--- src/rtl/up_fetch.sv ---
// up_fetch: instruction fetch stage with prefetch FIFO feeding the up core decode stage.
// Ports:
//   clk_in, rst_in          clock, asynchronous active-low reset
//   mem_req_out/addr_out    program-memory read request and address (held until ack)
//   mem_ack_in/data_in      memory acknowledge with same-cycle instruction word
//   instr_valid/instr/pc    FIFO head towards decode; instr_ready_in pops it
//   branch_in/addr_in       one-cycle redirect strobe: flush FIFO and refetch at target
//   halt_in                 level; blocks new requests, FIFO keeps draining
//   fifo_count_out          current FIFO occupancy
module up_fetch #(
   parameter int ADDR_W = 8,
   parameter int INSTR_W = 16,
   parameter int DEPTH = 4,
   parameter logic [ADDR_W-1:0] RESET_PC = '0
) (
   input  logic                       clk_in,
   input  logic                       rst_in,
   output logic                       mem_req_out,
   output logic [ADDR_W-1:0]          mem_addr_out,
   input  logic                       mem_ack_in,
   input  logic [INSTR_W-1:0]         mem_data_in,
   output logic                       instr_valid_out,
   output logic [INSTR_W-1:0]         instr_out,
   output logic [ADDR_W-1:0]          instr_pc_out,
   input  logic                       instr_ready_in,
   input  logic                       branch_in,
   input  logic [ADDR_W-1:0]          branch_addr_in,
   input  logic                       halt_in,
   output logic [$clog2(DEPTH):0]     fifo_count_out
);
   localparam int PW = $clog2(DEPTH);
   localparam int CW = PW + 1;
   localparam logic [CW-1:0] FULL = CW'(DEPTH);
   localparam logic [1:0] S_IDLE = 2'd0, S_REQ = 2'd1, S_DISC = 2'd2;
   logic [1:0]         state_q, state_d;
   logic [ADDR_W-1:0]  pc_q, pc_d, addr_q, addr_d;
   logic [CW-1:0]      count_q, count_d;
   logic [PW-1:0]      rd_q, rd_d, wr_q, wr_d;
   logic [INSTR_W-1:0] data_q [DEPTH];
   logic [ADDR_W-1:0]  tag_q [DEPTH];
   logic               req, ack, push, pop;
   always_comb begin
      req = state_q != S_IDLE;
      ack = req & mem_ack_in;
      // DISCARD and branch-with-ack both drop the returning word
      push = ack & (state_q == S_REQ) & ~branch_in;
      pop = (count_q != '0) & instr_ready_in;
      count_d = branch_in ? '0 : count_q + CW'(push) - CW'(pop);
      rd_d = branch_in ? '0 : rd_q + PW'(pop);
      wr_d = branch_in ? '0 : wr_q + PW'(push);
      pc_d = branch_in ? branch_addr_in : push ? pc_q + 1'b1 : pc_q;
      // address frozen while a request waits for its ack, otherwise tracks next fetch pc
      addr_d = (req & ~mem_ack_in) ? addr_q : pc_d;
      // count_d < FULL leaves room for the word the next request will return
      state_d = (state_q == S_IDLE) ? ((~halt_in & ~branch_in & (count_q < FULL)) ? S_REQ : S_IDLE)
              : ack ? ((~halt_in & (count_d < FULL)) ? S_REQ : S_IDLE)
              : (branch_in | (state_q == S_DISC)) ? S_DISC : S_REQ;
   end
   always_ff @(posedge clk_in or negedge rst_in) begin
      if (!rst_in) begin
         state_q <= S_IDLE;
         pc_q <= RESET_PC;
         addr_q <= '0;
         count_q <= '0;
         rd_q <= '0;
         wr_q <= '0;
         for (int i = 0; i < DEPTH; i++) begin
            data_q[i] <= '0;
            tag_q[i] <= '0;
         end
      end else begin
         state_q <= state_d;
         pc_q <= pc_d;
         addr_q <= addr_d;
         count_q <= count_d;
         rd_q <= rd_d;
         wr_q <= wr_d;
         if (push) begin
            data_q[wr_q] <= mem_data_in;
            tag_q[wr_q] <= pc_q;
         end
      end
   end
   assign mem_req_out = req;
   assign mem_addr_out = addr_q;
   assign instr_valid_out = count_q != '0;
   assign instr_out = data_q[rd_q];
   assign instr_pc_out = tag_q[rd_q];
   assign fifo_count_out = count_q;
endmodule

--- config.mk ---
export PLATFORM = sky130hd
export DESIGN_NAME = up_fetch
export DESIGN_NICKNAME = d
export VERILOG_FILES = /design/src/rtl/up_fetch.sv
export SDC_FILE = /design/constraint.sdc
export NUM_CORES = 1
export LEC_CHECK = 0
export ABC_CLOCK_PERIOD_IN_PS = 2400
export BUFFER_PORTS_ARGS = -buffer_cell sky130_fd_sc_hd__buf_2
export CAP_MARGIN = 10
export CORE_AREA = 2 2 106 108
export CTS_BUF_LIST = sky130_fd_sc_hd__clkbuf_2 sky130_fd_sc_hd__clkbuf_4 sky130_fd_sc_hd__clkbuf_8
export DETAILED_ROUTE_END_ITERATION = 12
export DIE_AREA = 0 0 108 110
export MAX_ROUTING_LAYER = met4
export PLACE_DENSITY_LB_ADDON = 0.25
export SETUP_SLACK_MARGIN = 0.4
export SYNTH_ARGS = -nofsm -noshare
export SYNTH_HDL_FRONTEND = slang
export SYNTH_SLANG_ARGS = --single-unit
export TNS_END_PERCENT = 30
--- constraint.sdc ---
create_clock -name clk_in -period 2.4 [get_ports clk_in]
set_input_delay 0.36 -clock clk_in [delete_from_list [all_inputs] [get_ports clk_in]]
set_output_delay 0.36 -clock clk_in [all_outputs]
set_load 0.005 [all_outputs]
==> results of run 1 <==
## state kept, by name, indices dropped and copies added, names as in the netlist
signal,count
fifo_count_out,3
mem_addr_out,8
state_q,2
tag_q,32
rd_q,2
wr_q,2
pc_q,8
data_q,64
## kinds of logic after synthesis
group	after synthesis
adders and majority gates	6
DFF	121
and+or+nand+nor	47
xor gates and xnor gates	10
muxes	128
AOI/OAI and AO/OA	15
buffers and inverters	28
## layout make-up
class / instances / area [um2] / area share [%]
Timing Repair Buffer: 91 / 608.1 / 8.955
Tap cell: 140 / 175.2 / 2.580
Multi-Input combinational cell: 206 / 2584 / 38.05
Inverter: 6 / 22.52 / 0.3317
Sequential cell: 121 / 3029 / 44.61
Clock inverter: 2 / 10.01 / 0.1474
Clock buffer: 29 / 361.6 / 5.325
## how the worst min path moves through the flow
stage,start,end,slack [ns]
after detailed placement,rst_in,data_q[39],0.31
final,halt_in,state_q[0],0.14
after floorplan,rst_in,data_q[0],0.06
after global placement,rst_in,data_q[39],0.31
after CTS,halt_in,state_q[0],0.11
after global routing,halt_in,state_q[0],0.11
## synth_stat cells (2+ instances only)
library cell,number
buf_2,7
mux4_2,24
inv_1,5
buf_6,9
a21oi_1,5
mux2_2,42
nor2_1,16
dfrtp_1,121
buf_4,2
mux2_4,61
ha_1,5
nor3_1,2
nor2b_1,6
o2bb2ai_1,2
xor2_1,3
nand2_1,4
clkbuf_1,4
o21ai_0,3
nand3b_4,3
xnor2_1,7
nand4_1,4
## per-stage QoR
step / total power, mW / hold slack [ns] / cell area (um2) / utilization [%]
6_report: 6.449 / 0.1403 / 6790 / 63.47
5_1_grt: 6.850 / 0.1095 / 6790 / 63.47
4_1_cts: 6.525 / 0.1072 / 6773 / 63.31
3_5_place_dp: 4.714 / 0.3074 / 6316 / 59.04
3_3_place_gp: 4.657 / 0.3113 / 6316 / 59.04
2_1_floorplan: 3.948 / 0.06441 / 5801 / -
## timing repair
item | 4_1_cts | 5_1_grt
pin swaps | 1 | 0
hold buffers | 1 | 0
gates resized for setup | 2 | 3
setup buffers | 3 | 2
endpoints found under the hold margin | 26 | 0
cloned | 1 | 0
setup endpoints to repair | 27 | 27
## power by group
group | switching (mW) | internal, mW
Sequential | 0.246 | 2.43
Clock | 0.716 | 0.942
Combinational | 0.796 | 1.31
## metal layers
layer / GRT usage [%] / wire length (um)
met5: - / 0
met1: 26.48 / 4871
met3: 6.467 / 451
met2: 31.72 / 5309
met4: 5.220 / 70
==> results_dict.tcl, run 1 <==
set metrics [dict create \
    vias 3224 \
    dieArea_um2 11880 \
    yosys.area_share.simple_pct 5.707 \
    synth_top_area_share_pct 52.52 \
    async_reset_ff_share_pct 100.0 \
    finalSetupTns_ns 0 \
    die_x_um 108 \
    post-place-ws_ns 0.07425 \
    syn-instance-count 355 \
    ant_nets 0 \
    core-area_um2 10700 \
    synth_fp_nets 391 \
    slowest_delay_ns 0.39 \
    synth-compound-area-share_pct 1.910 \
    skew_ns 0.009769 \
    dp.cells 557 \
    fmax_ghz 0.4483 \
    final_cells 595 \
    insertion_delay_ns 0.42 \
    setup_ws_ns 0.1695 \
    nFillCells 822 \
    r2r_start "fifo_count_out[2]" \
    synth_adder_area_share_pct 1.432 \
    ir_drop_v 0.0005405 \
    synth_area_um2 5766 \
    layout_min_cycle_time_ns 2.230 \
    worstPathRequired_ns 2.71 \
    worst-path-buf-inv 2 \
    ioPinCount 67 \
    clock_sinks 121 \
    hold_class "in -> reg" \
    antenna_found_initial 0 \
    row_count 38 \
    vias_per_cell 5.418 \
    r2r_cells 10 \
    numCtsBuffers 17 \
    critPathTopFamily "adder cells" \
    hold_depth 2 \
    drt-total-wl_mm 10.70 \
    dp_hpwl_mm 6.932 \
    wl_per_cell_um 17.99 \
    ys.flop_type "dfrtp_1" \
    tightest_slew_ns 0.5476 \
    clkSlewWorstSetupHoldPaths_ns 0.06 \
    layout_common_cells "dfrtp_1 (120), buf_2 (65), mux2_4 (61), mux2_2 (42), mux4_2 (24)" \
    io_buffers 66 \
    syn2layout_area_growth_pct 17.77 \
    endpoint "state_q[0]" \
    rrSetupSlack_ns 0.17 \
    diodes 0 \
    synth-seq-area-share_pct 52.52 \
    layout-drive-gt1-share_pct 58.24 \
    grt_pass1_wl_mm 17.42 \
    cp-startpoint "fifo_count_out[2]" \
    synth-edff-count 0 \
    drt-initial-drc-count 101 \
    gp_congestion 0.7509 \
    crit_slowest_cell "or3_4" \
    critPathMaxFanout 2 \
    cp_cell_sequence "or3_4 > and2_4 > ha_4 > inv_2 > ha_4 > inv_2 > fa_2 > xnor2_1 > nor2_1 > o41ai_1" \
    cts_tree "built" \
    synth-seq-cells 121 \
    status "completed" \
    layout_commonest_cell "dfrtp_1" \
    track_usage_pct 20.42 \
    drc_errors 0 \
    power.density_nw_per_um2 949.8 \
    clockRootBuffer "clkbuf_8" \
    setup_viol 0 \
    critPathCaptureType "register" \
    yosysTopAreaCell "dfrtp_1" \
    syn_area_per_cell_um2 16.24 \
    slew_viol_final 0 \
    ys_warn_count 0 \
    synthTopCellsByArea "dfrtp_1 (53%), mux2_4 (16%), mux4_2 (9.4%)" \
    reg2reg_to "state_q[0]" \
    clockBufferDepth 2 \
    finalHoldViolCount 0 \
    drt-pass1-iter-count 4 \
    htree_levels 4 \
    grt_pass1_vias 3327 \
    dieHeight_um 110 \
    finalCritPeriodShare_pct 92.94 \
    rsz0062_at_grt "yes" \
    nNetsFinal 479 \
    initial_core_util_pct 53.89 \
    synth_top_family_by_area "multiplexers" \
    grt_max_degree 60 \
    slew_headroom_pct 63.50 \
    overflow 0 \
    power_leakage_nw 3.447 \
    synthXorXnorAreaFrac_pct 1.519 \
    critical_path_class "reg -> reg" \
    arrival_ns 2.54 \
    cap_violations 0 \
    ys_types 41 \
    cp.depth 10 \
    muxShareOfSynthArea_pct 33.64 \
    startpoint_type "register" \
]
Power figures use the tool's default switching activity.
==> run 2, diff against run 1 <==
--- a/config.mk
+++ b/config.mk
@@ -5,13 +5,13 @@
 export SDC_FILE = /design/constraint.sdc
 export NUM_CORES = 1
 export LEC_CHECK = 0
-export ABC_CLOCK_PERIOD_IN_PS = 2400
+export ABC_CLOCK_PERIOD_IN_PS = 2450
 export BUFFER_PORTS_ARGS = -buffer_cell sky130_fd_sc_hd__buf_2
 export CAP_MARGIN = 10
-export CORE_AREA = 2 2 106 108
+export CORE_AREA = 2 2 102 104
 export CTS_BUF_LIST = sky130_fd_sc_hd__clkbuf_2 sky130_fd_sc_hd__clkbuf_4 sky130_fd_sc_hd__clkbuf_8
 export DETAILED_ROUTE_END_ITERATION = 12
-export DIE_AREA = 0 0 108 110
+export DIE_AREA = 0 0 104 106
 export MAX_ROUTING_LAYER = met4
 export PLACE_DENSITY_LB_ADDON = 0.25
 export SETUP_SLACK_MARGIN = 0.4
==> constraint.sdc (replaced) <==
create_clock -name clk_in -period 2.45 [get_ports clk_in]
set_input_delay 0.3675 -clock clk_in [delete_from_list [all_inputs] [get_ports clk_in]]
set_output_delay 0.3675 -clock clk_in [all_outputs]
set_load 0.005 [all_outputs]
==> run 2 against run 1 <==
The flow now finishes with violations (hold timing). First-iteration DRC count is 22% higher. Sequential power hardly changed. Wire length is 5.0% higher. Clock power is 13% higher. Final cell count is 0.67% lower. Setup slack better by 0.068 ns. Clock skew is 0.00051 ns higher. Critical path type unchanged. Largest cell class unchanged.
==> results_dict.tcl, run 2 (synthesis gave the netlist of run 1 again) <==
set metrics [dict create \
    critPathTopFamily "adder cells" \
    slew_viol_final 0 \
    setup_viol 0 \
    critical_path_class "reg -> reg" \
    r2r_cells 10 \
    critPathCaptureType "register" \
    dieHeight_um 106 \
    vias_per_cell 5.540 \
    row_count 37 \
    power_leakage_nw 3.461 \
    dp_hpwl_mm 7.284 \
    top_register "data_q" \
    worstPathRequired_ns 2.78 \
    drt-initial-drc-count 123 \
    cp_cell_sequence "or3_4 > and2_4 > ha_4 > inv_2 > ha_4 > inv_2 > fa_2 > xnor2_2 > nor2_1 > o41ai_2" \
    gp_congestion 0.7729 \
    clockBufferDepth 2 \
    p_int_mw 4.797 \
    slowest_delay_ns 0.39 \
    core-area_um2 10000 \
    dieArea_um2 11020 \
    slew_headroom_pct 49.28 \
    startpoint_type "register" \
    largest_reg_flops 64 \
    finalHoldViolCount 9 \
    ir_drop_v 0.0006288 \
    finalCritPeriodShare_pct 90.29 \
    grt_pass1_vias 3573 \
    cp.depth 10 \
    layout-drive-gt1-share_pct 59.34 \
    clkSlewWorstSetupHoldPaths_ns 0.07 \
    cap_violations 0 \
    final_cells 591 \
    htree_levels 4 \
    whs_ns -0.02171 \
    reg.largest.list "data_q (64), tag_q (32)" \
    power.density_nw_per_um2 967.5 \
    hold_class "in -> async" \
    worst-path-buf-inv 2 \
    p_sw_mw 1.813 \
    drt-pass1-iter-count 4 \
    post_dp_cell_area_um2 6306 \
    ant_nets 0 \
    pwr-share-seq_pct 40.1 \
    fin_util_pct 68.33 \
    track_usage_pct 22.98 \
    overflow 0 \
    violations "hold timing" \
    finalSetupTns_ns 0 \
    syn2layout_area_growth_pct 18.51 \
    cts_tree "built" \
    critPathMaxFanout 2 \
    rrSetupSlack_ns 0.24 \
    combPwrFrac_pct 31.4 \
    io_buffers 66 \
    diodes 0 \
    die_x_um 104 \
    insertion_delay_ns 0.44 \
    vias 3274 \
    clkPwrFrac_pct 28.5 \
    layout_common_cells "dfrtp_1 (118), buf_2 (62), mux2_4 (61), mux2_2 (42), mux4_2 (24)" \
    tightest_slew_ns 0.7608 \
    layout_commonest_cell "dfrtp_1" \
    antenna_found_initial 0 \
    numCtsBuffers 17 \
    nNetsFinal 478 \
    arrival_ns 2.54 \
    dp.cells 554 \
    wl_per_cell_um 19.01 \
    cts_hold_buffers 0 \
    initial_core_util_pct 57.66 \
    fin_area_um2 6833 \
    drc_errors 0 \
    drt-total-wl_mm 11.23 \
    fmax_ghz 0.4521 \
    skew_ns 0.01027 \
    swShare_pct 27.43 \
    status "finished with violations" \
    rsz0062_at_grt "yes" \
    clockRootBuffer "clkbuf_8" \
    layout_min_cycle_time_ns 2.212 \
    clock_sinks 121 \
    ioPinCount 67 \
    grt_max_degree 59 \
    grt_pass1_wl_mm 18.63 \
    crit_slowest_cell "or3_4" \
]
==> run 2: cell types whose count changed in the layout (fill, tap and decap cells not counted), moves of 2 or more <==
cell       change
clkbuf_8       -3
buf_6          +5
buf_12         -2
dfrtp_2        +2
buf_2          -3
dfrtp_1        -2
clkinv_2       +2
clkbuf_4       -2
bufinv_16      +3
==> run 2: worst register-to-register path: stages, from the launching register on <==
cell	delay (ns)
dfrtp_1	0.38
or3_4	0.39
and2_4	0.18
ha_4	0.21
inv_2	0.06
ha_4	0.11
inv_2	0.03
fa_2	0.36
xnor2_2	0.13
nor2_1	0.07
o41ai_2	0.20
==> run 2: per-stage QoR <==
stage                     power (mW)  worst slack, ns
final                          6.610           0.2379
after global routing           6.961           0.1586
after CTS                      6.553           0.1881
after detailed placement       4.586          0.03358
after global placement         4.525           0.1166
after floorplan                3.867           0.1557
==> run 2: area by class of cell <==
type                            instances  area (um2)
Clock inverter                          8       117.6
Fill cell                             703        3167
Inverter                                6       22.52
Tap cell                              136       170.2
Multi-Input combinational cell        206        2599
Sequential cell                       121        3032
Clock buffer                           24       305.3
Timing Repair Buffer                   90       586.8
==> run 2: what timing repair did <==
action,4_1_cts,5_1_grt
buffers inserted,5,0
setup endpoints to repair,27,27
pin swaps,6,1
gates resized for setup,5,11
==> run 2: worst paths after layout <==
path | startpoint | endpoint
setup / recovery | fifo_count_out[0] | state_q[0]
hold / removal | rst_in | data_q[40]
setup reg to reg | fifo_count_out[0] | state_q[0]
hold reg to reg | mem_addr_out[1] | mem_addr_out[1]
max in group asynchronous | rst_in | rd_q[0]
min in group clk_in | halt_in | state_q[0]
==> run 2: metal layers <==
| layer | GRT usage (%) | up-vias | part of all wire [%] |
|---|---|---|---|
| li1 | - | 1473 | - |
| met3 | 6.744 | 16 | 4.0 |
| met5 | - | - | 0 |
| met2 | 36.14 | 72 | 49 |
| met4 | 8.494 | 0 | 1.6 |
| met1 | 28.67 | 1713 | 45 |
==> run 2: power by group through the flow <==
stage                     Combinational (mW)  Clock (mW)  Sequential [mW]
after floorplan                         1.28           0             2.59
after global placement                  1.85           0             2.67
after detailed placement                1.89           0             2.70
after CTS                               2.00        1.91             2.64
after global routing                    2.26        1.99             2.70
final                                   2.08        1.88             2.65
==> run 3, diff against run 2 <==
--- a/config.mk
+++ b/config.mk
@@ -5,13 +5,13 @@
 export SDC_FILE = /design/constraint.sdc
 export NUM_CORES = 1
 export LEC_CHECK = 0
-export ABC_CLOCK_PERIOD_IN_PS = 2450
+export ABC_CLOCK_PERIOD_IN_PS = 2000
 export BUFFER_PORTS_ARGS = -buffer_cell sky130_fd_sc_hd__buf_2
 export CAP_MARGIN = 10
-export CORE_AREA = 2 2 102 104
+export CORE_AREA = 2 2 106 108
 export CTS_BUF_LIST = sky130_fd_sc_hd__clkbuf_2 sky130_fd_sc_hd__clkbuf_4 sky130_fd_sc_hd__clkbuf_8
 export DETAILED_ROUTE_END_ITERATION = 12
-export DIE_AREA = 0 0 104 106
+export DIE_AREA = 0 0 108 110
 export MAX_ROUTING_LAYER = met4
 export PLACE_DENSITY_LB_ADDON = 0.25
 export SETUP_SLACK_MARGIN = 0.4
==> constraint.sdc (replaced) <==
create_clock -name clk_in -period 2 [get_ports clk_in]
set_input_delay 0.3 -clock clk_in [delete_from_list [all_inputs] [get_ports clk_in]]
set_output_delay 0.3 -clock clk_in [all_outputs]
set_load 0.005 [all_outputs]
==> run 3 against run 2 <==
The flow finishes with violations (setup timing). Combinational power up 44%. Flip-flop and latch count unchanged. Global-route usage down 0.61 points. Clock skew down 0.0024 ns. Register-to-register slack worse by 0.42 ns. Setup slack worse by 0.42 ns. Largest cell class unchanged. Largest power group unchanged.
==> results_dict.tcl, run 3 (synthesis gave the netlist of run 1 again) <==
set metrics [dict create \
    multi_input_area_um2 2764 \
    critPathCaptureType "register" \
    grt_pass1_wl_mm 19.37 \
    insertion_delay_ns 0.43 \
    vias 3358 \
    pwr-share-seq_pct 37.0 \
    startpoint_type "register" \
    syn2layout_area_growth_pct 27.28 \
    p_sw_mw 2.382 \
    cap_violations 0 \
    grt_max_degree 45 \
    post_dp_cell_area_um2 6369 \
    power_leakage_nw 3.710 \
    finalHoldViolCount 0 \
    gp_congestion 0.7290 \
    status "finished with violations" \
    fin_util_pct 68.60 \
    io_buffers 66 \
    drc_errors 0 \
    power.density_nw_per_um2 1191 \
    drt-total-wl_mm 11.73 \
    ant_nets 0 \
    grt_pass1_vias 3641 \
    wl_met1_mm 5.354 \
    layout_min_cycle_time_ns 2.184 \
    nNetsFinal 493 \
    post-place-ws_ns -0.3220 \
    wl_per_cell_um 19.23 \
    diodes 0 \
    power_mw 8.742 \
    row_count 38 \
    layout-drive-gt1-share_pct 62.55 \
    p_int_mw 6.361 \
    clkPwrFrac_pct 28.8 \
    drt-pass1-iter-count 4 \
    numCtsBuffers 17 \
    setup_viol 16 \
    antenna_found_initial 0 \
    initial_core_util_pct 53.89 \
    layout_commonest_cell "dfrtp_1" \
    die_x_um 108 \
    setup_ws_ns -0.1843 \
    slew_headroom_pct 63.75 \
    ir_drop_v 0.0008372 \
    overflow 0 \
    clockRootBuffer "clkbuf_8" \
    rsz0062_at_grt "yes" \
    clockBufferDepth 2 \
    dp_hpwl_mm 7.454 \
    wl_met2_mm 5.816 \
    slew_viol_final 0 \
    whs_ns 0.07637 \
    drt-initial-drc-count 168 \
    fmax_ghz 0.4578 \
    dieHeight_um 110 \
    dieArea_um2 11880 \
    htree_levels 4 \
    clock_sinks 121 \
    finalCritPeriodShare_pct 109.2 \
    met3WireLength_um 408 \
    critPathMaxFanout 2 \
    top_register "data_q" \
    cts_tree "built" \
    nFillCells 726 \
    layout_common_cells "dfrtp_1 (117), mux2_4 (90), buf_2 (61), mux4_2 (24), clkbuf_8 (19)" \
    vias_per_cell 5.505 \
    arrival_ns 2.51 \
    fin_area_um2 7338 \
    final-seq-area_um2 3033 \
    skew_ns 0.007825 \
    hold_class "in -> reg" \
    violations "setup timing" \
    clkSlewWorstSetupHoldPaths_ns 0.07 \
    swShare_pct 27.24 \
    track_usage_pct 22.37 \
    ioPinCount 67 \
    worstPathRequired_ns 2.33 \
    core-area_um2 10700 \
    tightest_slew_ns 0.5438 \
    top_layer_used "met4" \
    critical_path_class "reg -> reg" \
    reg.largest.list "data_q (64), tag_q (32)" \
    largest_reg_flops 64 \
    combPwrFrac_pct 34.2 \
]
==> run 3: worst paths after layout <==
check | end | start | slack, ns | cells after the start
hold / removal | state_q[0] | halt_in | 0.08 | 2
hold reg to reg | data_q[15] | data_q[15] | 0.50 | 1
min in group asynchronous | data_q[40] | rst_in | 0.39 | 2
max in group asynchronous | rd_q[0] | rst_in | 0.98 | 3
setup reg to reg | state_q[0] | fifo_count_out[2] | -0.18 | 10
setup / recovery | state_q[0] | fifo_count_out[2] | -0.18 | 10
==> run 3: power by group through the flow <==
stage / registers (mW) / logic, mW / clock network, mW
final: 3.24 / 2.99 / 2.52
after global routing: 3.29 / 3.26 / 2.69
after CTS: 3.22 / 2.88 / 2.57
after detailed placement: 3.26 / 2.42 / 0
after global placement: 3.21 / 2.37 / 0
after floorplan: 3.17 / 1.58 / 0
==> run 3: final cells by class <==
type	count	area share (%)
clock buffer	19	3.564
timing repair buffer	105	12.00
multi-input combinational	206	37.66
clock inverter	13	2.711
sequential	121	41.33
inverter	6	0.3410
tap	140	2.387
==> run 3: critical path, cell delays in order, from the launching register on <==
cell     delay (ns)
dfrtp_1        0.38
or3_4          0.39
and2_4         0.16
ha_4           0.21
inv_4          0.05
ha_4           0.11
inv_2          0.03
fa_2           0.34
xnor2_1        0.13
nor2_1         0.08
o41ai_2        0.19
==> run 3: through the flow <==
stage / setup TNS (ns) / instances
CTS: -1.300 / 605
global placement: -0.2743 / 564
finish: -0.9032 / 610
floorplan: -0.3185 / 355
detailed placement: -0.3553 / 564
global route: -2.770 / 610
==> run 3: per-layer routing <==
metal | global-route usage [%] | up-vias
met1 | 29.71 | 1772
li1 | - | 1505
met4 | 7.692 | 0
met5 | - | -
met3 | 5.291 | 10
met2 | 34.32 | 71
==> run 3: timing repair <==
| item | 4_1_cts | 5_1_grt |
|---|---|---|
| setup endpoints to repair | 102 | 129 |
| gates cloned | 1 | 2 |
| hold buffers | 1 | 0 |
| resized for setup | 53 | 38 |
| endpoints found under the hold margin | 37 | 0 |
| buffers inserted | 7 | 3 |
| pin swaps | 2 | 9 |
